## src/rtl/counter_pkg.sv

```systemverilog
// Shared constants for the counter: default width and the legal WIDTH range.
package counter_pkg;

  localparam int COUNTER_DEFAULT_WIDTH = 8;
  localparam int COUNTER_MIN_WIDTH     = 1;
  localparam int COUNTER_MAX_WIDTH     = 32;

  // Used at elaboration time to reject unsupported widths.
  function automatic bit counter_width_ok(input int width);
    return (width >= COUNTER_MIN_WIDTH) && (width <= COUNTER_MAX_WIDTH);
  endfunction

endpackage : counter_pkg

```

## src/rtl/counter.sv

```systemverilog
// WIDTH-bit up-counter with an at_max decode and a registered wrap pulse.
// Define COUNTER_SATURATE_EN to make the counter stop at its maximum value instead of wrapping.
module counter
  import counter_pkg::*;
#(
  parameter int WIDTH = COUNTER_DEFAULT_WIDTH
) (
  input  logic             clk,
  input  logic             rst,
  input  logic             incr,
  output logic [WIDTH-1:0] count_reg,
  output logic             at_max,
  output logic             wrap
);

  localparam logic [WIDTH-1:0] MAX_COUNT = '1;

  if (!counter_width_ok(WIDTH)) begin : g_width_check
    $error("counter: WIDTH=%0d outside legal range %0d..%0d",
           WIDTH, COUNTER_MIN_WIDTH, COUNTER_MAX_WIDTH);
  end

  assign at_max = (count_reg == MAX_COUNT);

  // NOTE: state registers use non-blocking assignments so every flop samples pre-edge values.
  always_ff @(posedge clk or posedge rst) begin
    if (rst) begin
      count_reg <= '0;
      wrap      <= 1'b0;
    end else begin
`ifdef COUNTER_SATURATE_EN
      wrap <= 1'b0;
      if (incr && !at_max) begin
        count_reg <= count_reg + 1'b1;
      end
`else
      // Natural modulo overflow of the adder supplies the wrap to zero.
      wrap <= incr && at_max;
      if (incr) begin
        count_reg <= count_reg + 1'b1;
      end
`endif
    end
  end

endmodule : counter

```

## config.mk

```make
export PLATFORM = sky130hd
export DESIGN_NAME = counter
export DESIGN_NICKNAME = d
export VERILOG_FILES = /design/src/rtl/counter_pkg.sv /design/src/rtl/counter.sv
export SDC_FILE = /design/constraint.sdc
export NUM_CORES = 1
export LEC_CHECK = 0
export ABC_AREA = 0
export CAP_MARGIN = 20
export CORE_AREA = 10 10 47 49
export DETAILED_ROUTE_END_ITERATION = 6
export DIE_AREA = 0 0 57 59
export PLACE_DENSITY = 0.51
export SLEW_MARGIN = 10
export SYNTH_ARGS = -nofsm -noshare
export SYNTH_HDL_FRONTEND = slang
export SYNTH_SLANG_ARGS = --single-unit
```

## constraint.sdc

```tcl
create_clock -name clk -period 1.9 [get_ports clk]
set_clock_uncertainty 0.1 [all_clocks]
set_input_delay 0.38 -clock clk [delete_from_list [all_inputs] [get_ports clk]]
set_output_delay 0.38 -clock clk [all_outputs]
set_load 0.1 [all_outputs]
```

==> results of run 1 <==
## per-layer routing
layer / share of wire, % / global-route usage [%] / vias to the layer above
li1: - / - / 140
met1: 40 / 5.88 / 137
met3: 11 / 3.86 / 2
met4: 0.89 / 5.03 / 0
met5: 0 / 0 / -
met2: 48 / 9.15 / 11
## worst max-delay path: stages (launching register included)
cell and delay [ps]:
dfrtp_4 450, nand4_1 250, nor2_4 180, buf_12 180
## synthesized netlist by cell type
cell / n
inv_1: 1
and3_1: 1
nor2_1: 3
nand3_1: 1
xnor2_1: 4
xor2_1: 3
mux2_2: 1
nand2_1: 3
ha_1: 1
dfrtp_1: 9
nor3_1: 1
nand4_1: 4
## worst max path at each step
| stage | startpoint | to | depth (start not counted) |
|---|---|---|---|
| 6_report | count_reg[3]$_DFFE_PP0P_ | at_max | 3 |
| 5_1_grt | count_reg[2]$_DFFE_PP0P_ | at_max | 3 |
| 4_1_cts | count_reg[2]$_DFFE_PP0P_ | at_max | 3 |
| 3_5_place_dp | incr | count_reg[5]$_DFFE_PP0P_ | 4 |
| 3_3_place_gp | incr | count_reg[5]$_DFFE_PP0P_ | 4 |
| 2_1_floorplan | count_reg[0]$_DFFE_PP0P_ | at_max | 3 |
## logic make-up after synthesis
kind of cell | after synthesis | share of synthesized area, %
AND/OR/NAND/NOR | 13 | 16.9
adder cells (fa/ha/maj) | 1 | 3.31
XOR/XNOR | 7 | 16.2
buffers and inverters | 1 | 0.992
multiplexers | 1 | 2.98
flip-flops | 9 | 59.6
## metrics by stage
step / std cells / hold WS [ps] / util [%] / cell area (um^2) / worst slack (ps)
after global placement: 60 / 425 / 47.7 / 668 / 243
after detailed placement: 60 / 434 / 47.7 / 668 / 228
after global routing: 64 / 313 / 49.6 / 694 / 19.7
after floorplan: 32 / 108 / - / 428 / -10.6
after CTS: 64 / 293 / 49.6 / 694 / 83.8
final: 64 / 283 / 49.6 / 694 / 94.4
## final cells by class
class	instances	share of cell area, %
sequential	9	36.0
timing repair buffer	12	31.7
inverter	1	0.541
multi-input combinational	22	25.0
clock buffer	4	3.78
tap	16	2.88
==> out/qor.txt, run 1 <==
Status -> finished clean
Fmax -> 554 MHz
Syn Inst Count -> 32
Yosys warnings -> 0
DRT iter0 DRCs -> 0
Max-slew violations -> 0
# DRC -> 0
Largest area contributor in the netlist -> dfrtp_1
Fin crit share -> 95.0%
Critical Path End Type -> output pin
Layout cell share with drive strength beyond 1 -> 52.1%
First-pass iteration count of the detailed router -> 1
Largest net degree at the start of global routing -> 10
Critical path type -> register to output pin
Die Ht -> 59 um
Worst hold path class -> input port to asynchronous set/reset pin
Fillers -> 139
Vias/cell -> 4.53
CTS tree -> built
Final hold viol count -> 0
Clock buffer count from CTS -> 3
# nets final -> 53
Drt wl/cell -> 14.0 um
H-tree depth -> 1
Post-synth cell types -> 12
Post-CTS resize count -> 0
Commonest cells after routing, fill and taps aside -> buf_12, dfrtp_4, xnor2_1, nand4_1
Initial Util -> 27.0%
# rows -> 14
TNS Setup -> 0 ps
Rel. slew slack -> 77.5%
Data required time at the worst endpoint -> 1420 ps
RD Place Congestion -> 0.711
Reg-to-reg setup timing slack -> 650 ps
CP Max Fanout -> 5
Via count -> 290
Post-CTS repair timing setup buffer count -> 0
Post-Syn Area per Cell -> 11.8 um^2
Reg clk slew, reported paths -> 60 ps
Max FFs per register -> 8
Vias in the first global route -> 347
Worst R2R Path Depth -> 3
Most common cell after layout, fill and taps aside -> buf_12
Remaining Overflow, GRT -> 0
Clock Sinks -> 9
Synthesized area -> 378 um^2
Total Routing Usage GR -> 6.12%
Startpoint Class -> register
Die width -> 57 um
FF+latch count, synth -> 9
Final Critical Period -> 1810 ps
RSZ-0062 raised after global routing -> false
Area delta synth->final -> 83.8%
Multi-input logic area -> 174 um^2
CTS max path bufs -> 2
Syn nets -> 36
ANT cells -> 0
FF+latch area -> 250 um^2
Worst Tran Pin Value -> 337 ps
Buffers on Ports -> 12
Initial antenna violation count -> 0
Routed Wire Length -> 894 um
DRT antenna net count -> 0
CTS Root Cell -> clkbuf_4
Worst R2R Start -> count_reg[3]$_DFFE_PP0P_
Global-route wire length before repair -> 1.57 mm
Reg2Reg Capture Point -> count_reg[7]$_DFFE_PP0P_
Maximum capacitance violations -> 0
Synth area leaders -> dfrtp_1, xnor2_1, xor2_1
Core box area -> 1400 um^2
Setup-failing EPs final -> 0
Worst skew pair latency -> 260 ps
Cts hold-fix bufs -> 0
Top cell type's share of synthesized area -> 59.6%
Critical path arrival -> 1330 ps
# IOs -> 13
Post-synthesis sequential area ratio -> 59.6%
Die area -> 3360 um^2
Power of run 1 is not shown: default switching activity piles up to over one toggle a cycle in this logic, so the estimate is an artifact.
==> run 2, diff against run 1 <==
--- a/config.mk
+++ b/config.mk
@@ -10,7 +10,7 @@
 export CORE_AREA = 10 10 47 49
 export DETAILED_ROUTE_END_ITERATION = 6
 export DIE_AREA = 0 0 57 59
-export PLACE_DENSITY = 0.51
+export DONT_BUFFER_PORTS = 1
 export SLEW_MARGIN = 10
 export SYNTH_ARGS = -nofsm -noshare
 export SYNTH_HDL_FRONTEND = slang
==> out/qor.txt, run 2 (synthesized netlist as in run 1, its figures left out) <==
ANT cells -> 0
RSZ-0062 raised after global routing -> false
Maximum capacitance violations -> 0
# DRC -> 0
Critical path arrival -> 1270 ps
Reg clk slew, reported paths -> 60 ps
CTS Root Cell -> clkbuf_4
Data required time at the worst endpoint -> 1420 ps
Worst hold path class -> input port to register
Commonest cells after routing, fill and taps aside -> buf_4, dfrtp_4, xnor2_1, nand4_1
# nets final -> 52
# rows -> 14
Final Critical Period -> 1750 ps
Drt wl/cell -> 14.6 um
Global-route wire length before repair -> 1.57 mm
Critical Path End Type -> output pin
Fmax -> 571 MHz
Setup-failing EPs final -> 0
CP top delay family -> simple AND/OR/NAND/NOR gates
Final hold viol count -> 0
Buffers on Ports -> 0
# IOs -> 13
Largest stage delay, worst path -> 400 ps
Startpoint Class -> register
Post-CTS resize count -> 0
Final WS setup -> 148 ps
CP Max Fanout -> 4
Max-slew violations -> 0
Worst Tran Pin Value -> 341 ps
Initial Util -> 27.0%
Vias in the first global route -> 346
Util after Layout -> 40.8%
DRT antenna net count -> 0
Fin crit share -> 92.2%
Remaining Overflow, GRT -> 0
Slowest-stage cell, CP -> dfrtp_4
RD Place Congestion -> 0.719
Largest net degree at the start of global routing -> 10
DP Area -> 536 um^2
Finished Cell Area -> 572 um^2
Core box area -> 1400 um^2
Routed Wire Length -> 922 um
Status -> finished clean
H-tree depth -> 1
Clock Sinks -> 9
CTS tree -> built
Crit path cell chain -> nand4_1, nor2_4, buf_12
CTS max path bufs -> 2
Total Routing Usage GR -> 6.04%
Most common cell after layout, fill and taps aside -> buf_4
Vias/cell -> 4.46
First-pass iteration count of the detailed router -> 3
Initial antenna violation count -> 0
Worst skew pair latency -> 260 ps
Layout cell share with drive strength beyond 1 -> 53.2%
Rel. slew slack -> 77.2%
Die Ht -> 59 um
Post-CTS repair timing setup buffer count -> 0
Via count -> 281
Max FFs per register -> 8
Area delta synth->final -> 51.3%
DRT iter0 DRCs -> 12
Die area -> 3360 um^2
Clock buffer count from CTS -> 3
Critical path type -> register to output pin
Die width -> 57 um
Buffers & Inverters on Critical Path -> 1
Setup slack at placement -> 424 ps
[run 2: cell types whose count changed in the layout (fill, tap and decap cells not counted)]
| cell | before | now |
|---|---|---|
| dlygate4sd3_1 | 0 | 1 |
| clkdlybuf4s50_1 | 2 | 0 |
| buf_4 | 0 | 9 |
| buf_12 | 10 | 1 |
[run 2: worst paths after layout]
| check | startpoint | endpoint | slack, ps | cells past startpoint |
|---|---|---|---|---|
| min in group asynchronous | rst | count_reg[2]$_DFFE_PP0P_ | 420 | 2 |
| max in group asynchronous | rst | count_reg[0]$_DFFE_PP0P_ | 1000 | 2 |
| worst max-delay path | count_reg[5]$_DFFE_PP0P_ | at_max | 150 | 3 |
| worst min-delay path | incr | count_reg[0]$_DFFE_PP0P_ | 100 | 1 |
| worst max register to register | count_reg[0]$_DFFE_PP0P_ | count_reg[5]$_DFFE_PP0P_ | 450 | 4 |
| worst min register to register | count_reg[0]$_DFFE_PP0P_ | count_reg[1]$_DFFE_PP0P_ | 590 | 2 |
[run 2: cell type report]
class / count / area [um^2]
clock buffers: 4 / 26.3
fillers: 143 / 830
inverters: 1 / 3.75
multi-input cells: 22 / 174
flip-flops and latches: 9 / 250
well taps: 16 / 20.0
repair buffers: 11 / 97.6
[run 2: per-stage QoR]
stage	instances	TNS (ps)	hold slack, ps
floorplan	32	-10.6	108
global placement	58	0	146
detailed placement	58	0	150
CTS	63	0	92.9
global route	63	0	93.1
finish	63	0	98.1
[run 2: metal layers]
metal	track usage (%)	up-vias	wire length, um
li1	-	138	-
met1	6.27	132	371
met2	8.68	11	412
met3	3.43	0	138
met4	5.03	0	0
met5	0	-	0
[run 2: what timing repair did]
| action | in CTS | in global routing |
|---|---|---|
| endpoints found under the hold margin | 9 | 0 |
| hold buffers | 1 | 0 |
| setup endpoints to repair | 0 | 0 |
Power of run 2 is left out for the same reason.
==> run 3, diff against run 2 <==
--- a/config.mk
+++ b/config.mk
@@ -5,12 +5,13 @@
 export SDC_FILE = /design/constraint.sdc
 export NUM_CORES = 1
 export LEC_CHECK = 0
-export ABC_AREA = 0
+export ABC_AREA = 1
 export CAP_MARGIN = 20
 export CORE_AREA = 10 10 47 49
 export DETAILED_ROUTE_END_ITERATION = 6
 export DIE_AREA = 0 0 57 59
 export DONT_BUFFER_PORTS = 1
+export MAX_ROUTING_LAYER = met4
 export SLEW_MARGIN = 10
 export SYNTH_ARGS = -nofsm -noshare
 export SYNTH_HDL_FRONTEND = slang
==> out/qor.txt, run 3 <==
FF+latch count, synth -> 9
Commonest cells after routing, fill and taps aside -> nand2_1, buf_4, inv_1
Fin crit share -> 92.1%
Syn nets -> 55
# nets final -> 71
Area delta synth->final -> 46.5%
Vias/cell -> 4.33
Status -> finished clean
Die area -> 3360 um^2
Via count -> 355
Drt wl/cell -> 12.4 um
Fmax -> 572 MHz
Final Critical Period -> 1750 ps
Setup-failing EPs final -> 0
CTS Root Cell -> clkbuf_4
Post-synth cell types -> 11
CTS max path bufs -> 2
CP Max Fanout -> 3
TNS Setup -> 0 ps
Total Routing Usage GR -> 7.10%
Reg-to-reg setup timing slack -> 470 ps
Startpoint Class -> register
DRT antenna net count -> 0
Initial antenna violation count -> 0
# rows -> 14
Most used flip-flop cell after synthesis -> dfrtp_1
Post-synth EDFFs -> 0
Final hold viol count -> 0
Worst R2R Path Depth -> 6
Syn Inst Count -> 51
RSZ-0062 raised after global routing -> false
CP endpoint -> at_max
Buffers on Ports -> 0
Largest net degree at the start of global routing -> 10
Remaining Overflow, GRT -> 0
Yosys warnings -> 0
RD Place Congestion -> 0.728
Non-filler cells in the finished layout -> 82
Post-synth top cells -> nand2_1, dfrtp_1, inv_1
Post-DP HPWL -> 829 um
Crit. Startpoint -> count_reg[5]$_DFFE_PP0P_
Die width -> 57 um
Util after Layout -> 45.3%
Critical Path End Type -> output pin
Largest area contributor in the netlist -> dfrtp_1
Initial Util -> 30.9%
Worst hold path class -> input port to register
Fillers -> 144
Layout cell share with drive strength beyond 1 -> 43.9%
Worst Tran Pin Value -> 358 ps
First-pass iteration count of the detailed router -> 4
Cells after DPL -> 77
FF+latch area -> 250 um^2
Synthesized area -> 433 um^2
Max-slew violations -> 0
Vias in the first global route -> 381
Max FFs per register -> 8
Global-route wire length before repair -> 1.78 mm
Multi-input logic area -> 210 um^2
Data required time at the worst endpoint -> 1420 ps
Maximum capacitance violations -> 0
Synth async-reset ratio -> 100%
Clock Sinks -> 9
Synth area leaders -> dfrtp_1, nand2_1, xor2_1
# DRC -> 0
Reg clk slew, reported paths -> 60 ps
Critical path arrival -> 1270 ps
Clock buffer count from CTS -> 3
Post-synthesis sequential area ratio -> 52.0%
ANT cells -> 0
Core box area -> 1400 um^2
Worst skew pair latency -> 260 ps
# IOs -> 13
Critical path type -> register to output pin
Reg2Reg Capture Point -> count_reg[5]$_DFFE_PP0P_
Post-CTS resize count -> 0
Post-Syn Area per Cell -> 8.49 um^2
Die Ht -> 59 um
H-tree depth -> 1
DRT iter0 DRCs -> 6
Most common cell after layout, fill and taps aside -> nand2_1
Count leader, synth -> nand2_1
CTS tree -> built
Rel. slew slack -> 76.1%
Worst R2R Start -> count_reg[1]$_DFFE_PP0P_
Routed Wire Length -> 1.02 mm
Top cell type's share of synthesized area -> 52.0%
run 3: worst min path at each step:
stage	end	start	slack (ps)	cells after the start
floorplan	wrap$_DFF_PP0_	rst	110	1
global placement	count_reg[0]$_DFFE_PP0P_	rst	150	1
detailed placement	count_reg[0]$_DFFE_PP0P_	rst	150	1
CTS	count_reg[0]$_DFFE_PP0P_	incr	100	1
global route	count_reg[0]$_DFFE_PP0P_	incr	90	1
finish	count_reg[0]$_DFFE_PP0P_	incr	100	1
run 3: critical path, cell delays in order (launching register included):
cell and delay (ps):
dfrtp_4 420, nand2_2 60, nor2_2 130, inv_1 90, nor2_4 130, buf_12 180
run 3: cell type report:
| cell class | instances | share of cell area, % |
|---|---|---|
| Clock buffer | 4 | 4.14 |
| Inverter | 8 | 4.73 |
| Multi-Input combinational cell | 34 | 33.1 |
| Sequential cell | 9 | 39.4 |
| Tap cell | 16 | 3.16 |
| Timing Repair Buffer | 11 | 15.4 |
run 3: metrics by stage:
| stage | worst slack (ps) | cell area, um^2 | hold WS (ps) |
|---|---|---|---|
| after detailed placement | 431 | 598 | 155 |
| after global routing | 101 | 634 | 94.9 |
| after CTS | 149 | 634 | 96.4 |
| final | 151 | 634 | 97.8 |
| after global placement | 440 | 598 | 148 |
| after floorplan | 2.95 | 490 | 108 |
run 3: cells by family after synthesis:
kind of cell,count (synthesis),synth area share (%)
fa+ha+maj,1,2.89
xor+xnor,4,8.09
buf+inv,8,6.94
simple gates,29,30.1
flops,9,52.0
run 3: routing by layer:
layer  vias up  wire length, um  part of all wire [%]  GRT usage (%)
li1        181                -                     -              -
met1       160              394                    39           6.01
met2        10              489                    48           11.5
met3         4              112                    11           4.94
met4         0               19                   1.9           4.03
met5         -                0                     0              -
run 3: repair_timing:
action | CTS | global route
hold buffers | 1 | 0
buffers inserted | 0 | 0
endpoints found under the hold margin | 9 | 0
Power of run 3 is left out for the same reason.
